==> config.mk <==
export PLATFORM = sky130hd
export DESIGN_NAME = video_pattern_gen
export DESIGN_NICKNAME = d
export VERILOG_FILES = /design/src/rtl/video_pattern_gen.sv
export SDC_FILE = /design/constraint.sdc
export NUM_CORES = 1
export LEC_CHECK = 0
export CAP_MARGIN = 30
export CELL_PAD_IN_SITES_DETAIL_PLACEMENT = 2
export CELL_PAD_IN_SITES_GLOBAL_PLACEMENT = 2
export CORE_MARGIN = 2
export CORE_UTILIZATION = 29
export CTS_CLUSTER_DIAMETER = 60
export CTS_CLUSTER_SIZE = 12
export DETAILED_ROUTE_END_ITERATION = 6
export PLACE_DENSITY = 0.82
export SYNTH_ARGS = -nofsm -noshare
export SYNTH_HDL_FRONTEND = slang
export SYNTH_SLANG_ARGS = --single-unit
==> constraint.sdc <==
create_clock -name clk_pixel -period 4 [get_ports clk_pixel]
set_input_delay 0.8 -clock clk_pixel [delete_from_list [all_inputs] [get_ports clk_pixel]]
set_output_delay 0.8 -clock clk_pixel [all_outputs]
set_load 0.03 [all_outputs]
==> src/rtl/video_pattern_gen.sv <==
// video_pattern_gen: turns encoder pixel coordinates into a test-pattern colour.
// Six patterns, cycled by a debounced push-button; a mode change is applied
// only at frame start (cx==0 && cy==0) so no frame mixes two patterns.
// Optional build macro: PATTERN_CROSSHAIR_EN adds a white centre crosshair
// over every pattern inside the active region.
module video_pattern_gen #(
    parameter int SCREEN_WIDTH    = 1280,
    parameter int SCREEN_HEIGHT   = 720,
    parameter int BIT_WIDTH       = 11,
    parameter int BIT_HEIGHT      = 10,
    parameter int DEBOUNCE_CYCLES = 742500,
    parameter int BAR_SPEED       = 4,
    parameter int CHECKER_LOG2    = 5,
    parameter int RAMP_SHIFT      = 2
) (
    input  logic                  clk_pixel,
    input  logic                  reset,
    input  logic [BIT_WIDTH-1:0]  cx,
    input  logic [BIT_HEIGHT-1:0] cy,
    input  logic [BIT_WIDTH-1:0]  screen_start_x,
    input  logic [BIT_HEIGHT-1:0] screen_start_y,
    input  logic                  btn_next,
    output logic [23:0]           rgb,
    output logic [2:0]            mode,
    output logic                  frame_tick
);

    typedef enum logic [2:0] {
        MODE_THIRDS     = 3'd0,
        MODE_BARS       = 3'd1,
        MODE_CHECKER    = 3'd2,
        MODE_RAMP       = 3'd3,
        MODE_MOVING_BAR = 3'd4,
        MODE_BORDER     = 3'd5
    } mode_e;

    localparam int LP_CNT_W = (DEBOUNCE_CYCLES > 1) ? $clog2(DEBOUNCE_CYCLES) : 1;
    localparam logic [LP_CNT_W-1:0]   LP_CNT_MAX   = LP_CNT_W'(DEBOUNCE_CYCLES - 1);
    localparam logic [BIT_WIDTH:0]    LP_W_EXT     = (BIT_WIDTH+1)'(SCREEN_WIDTH);
    localparam logic [BIT_HEIGHT:0]   LP_H_EXT     = (BIT_HEIGHT+1)'(SCREEN_HEIGHT);
    localparam logic [BIT_WIDTH-1:0]  LP_W         = BIT_WIDTH'(SCREEN_WIDTH);
    localparam logic [BIT_WIDTH-1:0]  LP_W_LAST    = BIT_WIDTH'(SCREEN_WIDTH - 1);
    localparam logic [BIT_HEIGHT-1:0] LP_H_LAST    = BIT_HEIGHT'(SCREEN_HEIGHT - 1);
    localparam logic [BIT_HEIGHT-1:0] LP_H_THIRD   = BIT_HEIGHT'(SCREEN_HEIGHT / 3);
    localparam logic [BIT_HEIGHT-1:0] LP_H_2THIRD  = BIT_HEIGHT'((2 * SCREEN_HEIGHT) / 3);
    localparam logic [BIT_WIDTH-1:0]  LP_RAMP_MAX  = BIT_WIDTH'(255);
    localparam logic [BIT_WIDTH:0]    LP_BAR_WIDTH = (BIT_WIDTH+1)'(16);
    localparam logic [BIT_WIDTH:0]    LP_BAR_STEP  = (BIT_WIDTH+1)'(BAR_SPEED);
`ifdef PATTERN_CROSSHAIR_EN
    localparam logic [BIT_WIDTH-1:0]  LP_X_MID     = BIT_WIDTH'(SCREEN_WIDTH / 2);
    localparam logic [BIT_HEIGHT-1:0] LP_Y_MID     = BIT_HEIGHT'(SCREEN_HEIGHT / 2);
`endif

    // Registers
    logic [1:0]            r_sync;
    logic                  r_db_level;
    logic [LP_CNT_W-1:0]   r_db_cnt;
    logic                  r_pending;
    mode_e                 r_mode;
    logic [BIT_WIDTH-1:0]  r_bar_x;
    logic [23:0]           r_rgb;
    logic                  r_frame_tick;

    // Combinational signals
    logic                  w_btn_sync;
    logic                  w_press;
    logic                  w_frame_start;
    logic [BIT_WIDTH-1:0]  w_ax;
    logic [BIT_HEIGHT-1:0] w_ay;
    logic                  w_active;
    logic [2:0]            w_bar_idx;
    logic [BIT_WIDTH-1:0]  w_ramp;
    logic [7:0]            w_grey;
    logic [BIT_WIDTH:0]    w_bar_sum;
    logic [BIT_WIDTH-1:0]  w_bar_next;
    logic                  w_pending_next;
    mode_e                 w_mode_next;
    logic [23:0]           w_pattern;

    assign w_btn_sync    = r_sync[1];
    assign w_frame_start = (cx == '0) && (cy == '0);
    assign w_ax          = cx - screen_start_x;
    assign w_ay          = cy - screen_start_y;
    // ax/ay are only meaningful once cx/cy are at or past the start, so test that first.
    assign w_active      = (cx >= screen_start_x) && ({1'b0, w_ax} < LP_W_EXT) &&
                           (cy >= screen_start_y) && ({1'b0, w_ay} < LP_H_EXT);
    // A debounced 0->1 flip happens on exactly this cycle.
    assign w_press       = (w_btn_sync != r_db_level) && (r_db_cnt == LP_CNT_MAX) && w_btn_sync;

    // Synchronize the raw button and accept a level only after it has held long enough.
    always_ff @(posedge clk_pixel) begin
        // NOTE: clocked state uses non-blocking assignments so every flop samples
        // pre-edge values; blocking here would create order-dependent simulation.
        if (reset) begin
            r_sync     <= '0;
            r_db_level <= 1'b0;
            r_db_cnt   <= '0;
        end else begin
            r_sync <= {r_sync[0], btn_next};
            if (w_btn_sync == r_db_level) begin
                r_db_cnt <= '0;
            end else if (r_db_cnt == LP_CNT_MAX) begin
                r_db_level <= w_btn_sync;
                r_db_cnt   <= '0;
            end else begin
                r_db_cnt <= r_db_cnt + LP_CNT_W'(1);
            end
        end
    end

    // Next mode / pending: presses are latched, then applied at frame start.
    always_comb begin
        // NOTE: every output gets a default before any branch, so no path leaves a
        // signal unassigned and no latch is inferred.
        w_mode_next    = r_mode;
        w_pending_next = r_pending;
        if (w_frame_start && (r_pending || w_press)) begin
            w_mode_next    = (r_mode == MODE_BORDER) ? MODE_THIRDS : mode_e'(r_mode + 3'd1);
            w_pending_next = 1'b0;
        end else if (w_press) begin
            w_pending_next = 1'b1;
        end
    end

    // Moving-bar position: advance one step per frame, folding back past the right edge.
    always_comb begin
        w_bar_sum  = {1'b0, r_bar_x} + LP_BAR_STEP;
        w_bar_next = w_bar_sum[BIT_WIDTH-1:0];
        if (w_bar_sum >= LP_W_EXT) begin
            // The true result is below SCREEN_WIDTH, so modular subtraction is exact.
            w_bar_next = w_bar_sum[BIT_WIDTH-1:0] - LP_W;
        end
    end

    // Mode, pending flag and bar position registers.
    always_ff @(posedge clk_pixel) begin
        if (reset) begin
            r_mode    <= MODE_THIRDS;
            r_pending <= 1'b0;
            r_bar_x   <= '0;
        end else begin
            r_mode    <= w_mode_next;
            r_pending <= w_pending_next;
            if (w_frame_start) begin
                r_bar_x <= w_bar_next;
            end
        end
    end

    // Colour-bar index: how many eighth-width boundaries ax has passed.
    always_comb begin
        w_bar_idx = 3'd0;
        for (int i = 1; i < 8; i++) begin
            if (w_ax >= BIT_WIDTH'((i * SCREEN_WIDTH) / 8)) begin
                w_bar_idx = 3'(i);
            end
        end
    end

    assign w_ramp = w_ax >> RAMP_SHIFT;
    assign w_grey = (w_ramp > LP_RAMP_MAX) ? 8'hFF : w_ramp[7:0];

    // Pattern colour for the applied mode at the current coordinate.
    always_comb begin
        w_pattern = 24'h000000;
        case (r_mode)
            MODE_THIRDS: begin
                if (w_ay < LP_H_THIRD)       w_pattern = 24'hFF0000;
                else if (w_ay < LP_H_2THIRD) w_pattern = 24'h00FF00;
                else                         w_pattern = 24'h0000FF;
            end
            MODE_BARS: begin
                case (w_bar_idx)
                    3'd0:    w_pattern = 24'hFFFFFF;
                    3'd1:    w_pattern = 24'hFFFF00;
                    3'd2:    w_pattern = 24'h00FFFF;
                    3'd3:    w_pattern = 24'h00FF00;
                    3'd4:    w_pattern = 24'hFF00FF;
                    3'd5:    w_pattern = 24'hFF0000;
                    3'd6:    w_pattern = 24'h0000FF;
                    default: w_pattern = 24'h000000;
                endcase
            end
            MODE_CHECKER: begin
                if (w_ax[CHECKER_LOG2] ^ w_ay[CHECKER_LOG2]) w_pattern = 24'hFFFFFF;
            end
            MODE_RAMP: begin
                w_pattern = {w_grey, w_grey, w_grey};
            end
            MODE_MOVING_BAR: begin
                if (({1'b0, w_ax} >= {1'b0, r_bar_x}) &&
                    ({1'b0, w_ax} < ({1'b0, r_bar_x} + LP_BAR_WIDTH))) begin
                    w_pattern = 24'hFFFFFF;
                end
            end
            MODE_BORDER: begin
                if (w_ax == '0)                              w_pattern = 24'hFF0000;
                else if (w_ay == '0)                         w_pattern = 24'h00FF00;
                else if ((w_ax == LP_W_LAST) || (w_ay == LP_H_LAST)) w_pattern = 24'h0000FF;
            end
            default: w_pattern = 24'h000000;
        endcase
`ifdef PATTERN_CROSSHAIR_EN
        if ((w_ax == LP_X_MID) || (w_ay == LP_Y_MID)) begin
            w_pattern = 24'hFFFFFF;
        end
`else
`endif
    end

    // Output registers: colour blanked outside the active region, frame pulse one clock late.
    always_ff @(posedge clk_pixel) begin
        if (reset) begin
            r_rgb        <= 24'h000000;
            r_frame_tick <= 1'b0;
        end else begin
            r_rgb        <= w_active ? w_pattern : 24'h000000;
            r_frame_tick <= w_frame_start;
        end
    end

    assign rgb        = r_rgb;
    assign mode       = r_mode;
    assign frame_tick = r_frame_tick;

endmodule

---- Word level (Yosys, flattened, before mapping) ----
Index checks and enable logic that the tools add are counted.
word-level totals
  register bits after elaboration ......... 63
  output and inout bits ................... 28
  logic and storage cells ................. 90
operators by class
  $add $sub $neg .......................... 7
  order comparisons ....................... 17
  equal/unequal tests ..................... 16
  multiplexer cells ....................... 19
  bitwise logic cells ..................... 3
  reduce and logical (&&, ||, !) cells .... 20
operator list
  cell                     count
  $pmux W24 S7             1
  $pmux W24 S6             1
  $mux W24                 4
  $ge A11 B10 Y1 const B   3
  $mux W16                 2
  $ge A11 B11 Y1           2
  $ge A11 B9 Y1 const B    2
  $logic_not A11 Y1        2
  $mux W3                  7
  $add A20 B1 Y20 const B  1
  $eq A20 B20 Y1 const B   1
  $logic_not A10 Y1        2
  $mux W8                  2
  $eq A3 B3 Y1 const B     5
  $add A11 B3 Y12 const B  1
  $add A11 B5 Y12 const B  1
  $eq A3 B2 Y1 const B     4
  $ge A12 B11 Y1 const B   1
  $lt A11 B12 Y1           1
  $eq A11 B11 Y1 const B   1
  $ge A11 B11 Y1 const B   1
  $ge A11 B8 Y1 const B    1
  $lt A11 B11 Y1 const B   1
  $mux W11                 1
  22 further kinds         34

---- Longest topological paths before layout ----
  depth in word-level cells ............... 12
  depth in mapped cells ................... 19
  gate-level depth less buffers ........... 18

---- Least setup slack after synthesis ----
No wires, ideal clock.
  path type ............................... input to register
  from .................................... input cx[0]
  to ...................................... register r_rgb[0] (netlist: rgb[0])
  arrival time ............................ 4061 ps
  required time ........................... 3849 ps
  slack ................................... -211 ps
  stages on the path ...................... 19
  cell sequence ........................... inv_1 ha_1 fa_1 nor2b_4 o2111ai_2 nand3b_2 a221oi_4 xor2_4 buf_2 inv_1 ha_1 nand2_1 a21oi_1 a221o_1 a31o_2 nand3_1 o21ai_0 a41oi_1 a41oi_1
on the way
  longest elaborated chain between the ends .. 12
  elaborated cells on any way between the ends .. 45
ends and longest elaborated chain
  item                                        line  text
  start: declaration                          18    input logic [BIT_WIDTH-1:0] cx,
  $sub A11 B11 Y11                            82    assign w_ax = cx - screen_start_x;
  $ge A11 B8 Y1                               154   if (w_ax >= BIT_WIDTH'((i * SCREEN_WIDTH) / 8)) begin
  $mux W1                                     154
  $mux W3 (6 in series)                       154
  $eq A3 B3 Y1, or another cell as far along  173   case (w_bar_idx)
  $pmux W24 S7                                173
  $pmux W24 S6                                166   case (r_mode)
  end signal: assignment                      217   r_rgb <= w_active ? w_pattern : 24'h000000;
  end: declaration                            61    logic [23:0] r_rgb;
Several ways; a longest one is shown, not always the timed one.
A chain may end at the register's enable or synchronous reset.

---- Worst setup path in the final report ----
  from .................................... input screen_start_x[8]
  to ...................................... register r_rgb[6] (netlist: rgb[6])
on the way
  longest elaborated chain between the ends .. 12
  elaborated cells on any way between the ends .. 43
ends and longest elaborated chain
  item                                        line  text
  start: declaration                          20    input logic [BIT_WIDTH-1:0] screen_start_x,
  $sub A11 B11 Y11                            82
  $ge A11 B8 Y1                               154
  $mux W1                                     154
  $mux W3 (6 in series)                       154
  $eq A3 B3 Y1, or another cell as far along  173
  $pmux W24 S7                                173
  $pmux W24 S6                                166
Several ways; a longest one is shown, not always the timed one.

==> insert_results.sql <==
INSERT INTO impl_metrics (metric_group, metric, value, unit) VALUES
('finish', 'final_design_area_no_fill', '6990', 'µm²'),
('drt', 'viasPerCell', '5.36', ''),
('hold_path', 'hold_start', 'r_sync[0]', ''),
('floorplanning', 'core_region_area', '15900', 'µm²'),
('global_routing', 'met2_usage', '39.4', '%'),
('hold_path', 'timing.hold.worst.class', 'flop to flop', ''),
('sta', 'min_period', '4.01', 'ns'),
('yosys', 'yosysTopAreaCell', 'dfxtp_1', ''),
('global_routing', 'globalRouteOverflowTotal', '0', ''),
('critical_path', 'cp_data_required_time', '4.24', 'ns'),
('global_routing', 'busiest_layer', 'met2', ''),
('yosys', 'synth.top_cell.area_share', '25.7', '%'),
('global_routing', 'global_route.usage.total', '20.8', '%'),
('placement', 'place.detailed.instances', '917', ''),
('global_routing', 'grt_first_pass_wirelength', '29500', 'µm'),
('status', 'run_status', 'finished with violations', ''),
('floorplanning', 'io_pins', '73', ''),
('clocking', 'numCtsBuffers', '9', ''),
('sta', 'timing.final.crit_share', '100', '%'),
('yosys', 'synth_simple_gate_area_share', '23.1', '%'),
('placement', 'post_dp_cell_area', '6190', 'µm²'),
('finish', 'antennaDiodeCount', '0', ''),
('finish', 'fin_nets', '819', ''),
('sta', 'slew_viol_final', '0', ''),
('clocking', 'clock_path_buffers', '2', ''),
('sta', 'maximum_operating_frequency', '250', 'MHz'),
('drt', 'detail_route.iter0.violations', '157', ''),
('critical_path', 'critical_path.reg2reg.endpoint', 'r_bar_x[9]', ''),
('global_routing', 'global_route_met3_utilization', '3.04', '%'),
('sta', 'hold_viol', '0', ''),
('sta', 'clock_skew', '0.00771', 'ns'),
('yosys', 'yosysMostFrequentCell', 'dfxtp_1', ''),
('yosys', 'post_synth_mux_area_share', '1.29', '%'),
('sta', 'worst_slack', '-0.00538', 'ns'),
('power_and_ir_drop', 'cellLeakagePower', '2.72', 'nW'),
('yosys', 'synth_compound_gate_area_share', '23.4', '%'),
('finish', 'final_util', '43.8', '%'),
('drt', 'ant_nets', '0', ''),
('floorplanning', 'die-area', '17400', 'µm²'),
('finish', 'fin_cells', '949', ''),
('yosys', 'synth_edf_count', '0', ''),
('placement', 'pre_cts_slack', '-0.692', 'ns'),
('status', 'failed_checks', 'setup timing', ''),
('critical_path', 'critPathArrivalTime', '4.24', 'ns'),
('yosys', 'synth_cell_count_leaders', '61 x dfxtp_1, 50 x inv_1, 49 x nor2_1', ''),
('yosys', 'seq_area_frac_synth', '25.7', '%'),
('global_routing', 'grt_use_met1', '23.7', '%'),
('clocking', 'clk_transition_reported_paths', '0.05', 'ns'),
('floorplanning', 'die_height', '132', 'µm'),
('yosys', 'netlist_area', '4750', 'µm²'),
('placement', 'port-buffer-count', '72', ''),
('drt', 'avgRoutedWirePerCell', '20.1', 'µm'),
('sta', 'tightestPinTransition', '0.793', 'ns'),
('clocking', 'cts.sink_count', '61', ''),
('yosys', 'ys.flop_type', 'dfxtp_1', ''),
('yosys', 'ys_top_cells_by_area', 'dfxtp_1 26%, ha_1 12%, xnor2_1 5.0%', ''),
('sta', 'timing.final.setup_violations', '1', ''),
('hold_path', 'worstHoldEndpoint', 'r_sync[1]', ''),
('critical_path', 'worstSetupStartpointType', 'input port', ''),
('clocking', 'htree_num_levels', '3', ''),
('floorplanning', 'die_w', '132', 'µm'),
('critical_path', 'worstSetupPathType', 'input port to flop', ''),
('critical_path', 'timing.reg2reg.setup_slack', '0.50', 'ns'),
('yosys', 'synth.avg_cell_area', '8.15', 'µm²'),
('yosys', 'synth_top_family_by_area', 'compound AO/OA/AOI/OAI gates', ''),
('power_and_ir_drop', 'peakVddDrop', '202', 'µV'),
('clocking', 'clk-insertion-delay-late', '0.34', 'ns'),
('drt', 'vias', '5089', ''),
('drt', 'drt_drc_violations_left', '0', ''),
('critical_path', 'cp-end-kind', 'flop', ''),
('yosys', 'netlist-cell-type-count', '77', '');
## placed cells by master (no fill, tap or decap), types with 15 or more instances in the layout
master | Yosys | layout
a21oi_1 | 31 | 29
nand3_1 | 18 | 17
buf_4 | 0 | 75
dfxtp_1 | 61 | 61
xnor2_1 | 27 | 26
inv_1 | 50 | 41
nor2_1 | 49 | 48
o21ai_0 | 17 | 15
a31oi_1 | 22 | 15
ha_1 | 44 | 30
nand2_1 | 42 | 40
clkdlybuf4s50_1 | 0 | 58
## layer usage
metal  wire, µm  up-vias  part of all wire (%)
met3        494       44                   2.6
met1       7920     2515                    41
met5          0        -                     0
met2      10100      105                    53
met4        603        0                   3.2
li1           -     2425                     -
## worst max-delay path, stage by stage
cell and delay [ns]:
clkdlybuf4s50_1 0.46, inv_1 0.05, ha_1 0.32, buf_4 0.18, nand3_1 0.13, nand2_1 0.10
or3_4 0.36, nand2_4 0.10, inv_6 0.05, ha_4 0.23, a2111oi_4 0.31, nand2_1 0.10
o211ai_1 0.31, nand3_4 0.14, o21ai_2 0.11, a41oi_2 0.07, buf_6 0.17, a41oi_1 0.25
## sequential cells by signal, indices dropped and copies added, names as in the netlist
signal and count:
frame_tick 1, mode 3, r_bar_x 9, r_db_cnt 20, r_db_level 1, r_pending 1, r_sync 2, rgb 24
## worst max-delay path by stage
stage / start / to / slack, ns / depth (start not counted)
6_report: screen_start_x[8] / rgb[6] / -0.005 / 18
5_1_grt: screen_start_x[0] / rgb[6] / -0.1 / 17
4_1_cts: screen_start_x[6] / rgb[4] / 0.00003 / 16
3_5_place_dp: cx[0] / rgb[7] / -0.69 / 18
3_3_place_gp: cx[0] / rgb[1] / -0.41 / 17
2_1_floorplan: cx[0] / rgb[0] / 0.05 / 19
## cells by family after synthesis
kind of cell,after synthesis
and+or+nand+nor,208
xor gates and xnor gates,41
adders and majority gates,46
DFF,61
AOI/OAI and AO/OA,151
buffers and inverters,70
muxes,6
## power breakdown
group	switching, mW	leakage [nW]	internal [mW]
Sequential	0.00385	0.492	0.616
Combinational	0.457	2.09	0.390
Clock	0.296	0.135	0.420
## area by class of cell
type	instances	area [µm²]	share of cell area, %
flip-flops and latches	61	1220	17.5
inverters	51	199	2.85
well taps	216	270	3.87
clock buffers	9	225	3.22
multi-input cells	452	3660	52.4
repair buffers	153	1360	19.4
clock inverters	7	52.6	0.752
## timing repair
action                                  in CTS  in global routing
resized for setup                           34                 63
pin swaps                                   13                 31
hold buffers                                 0                  0
gates cloned                                 0                  0
endpoints found under the setup margin      24                 24
setup buffers                                6                 10
Note: power is estimated with default switching activity, not from simulation.
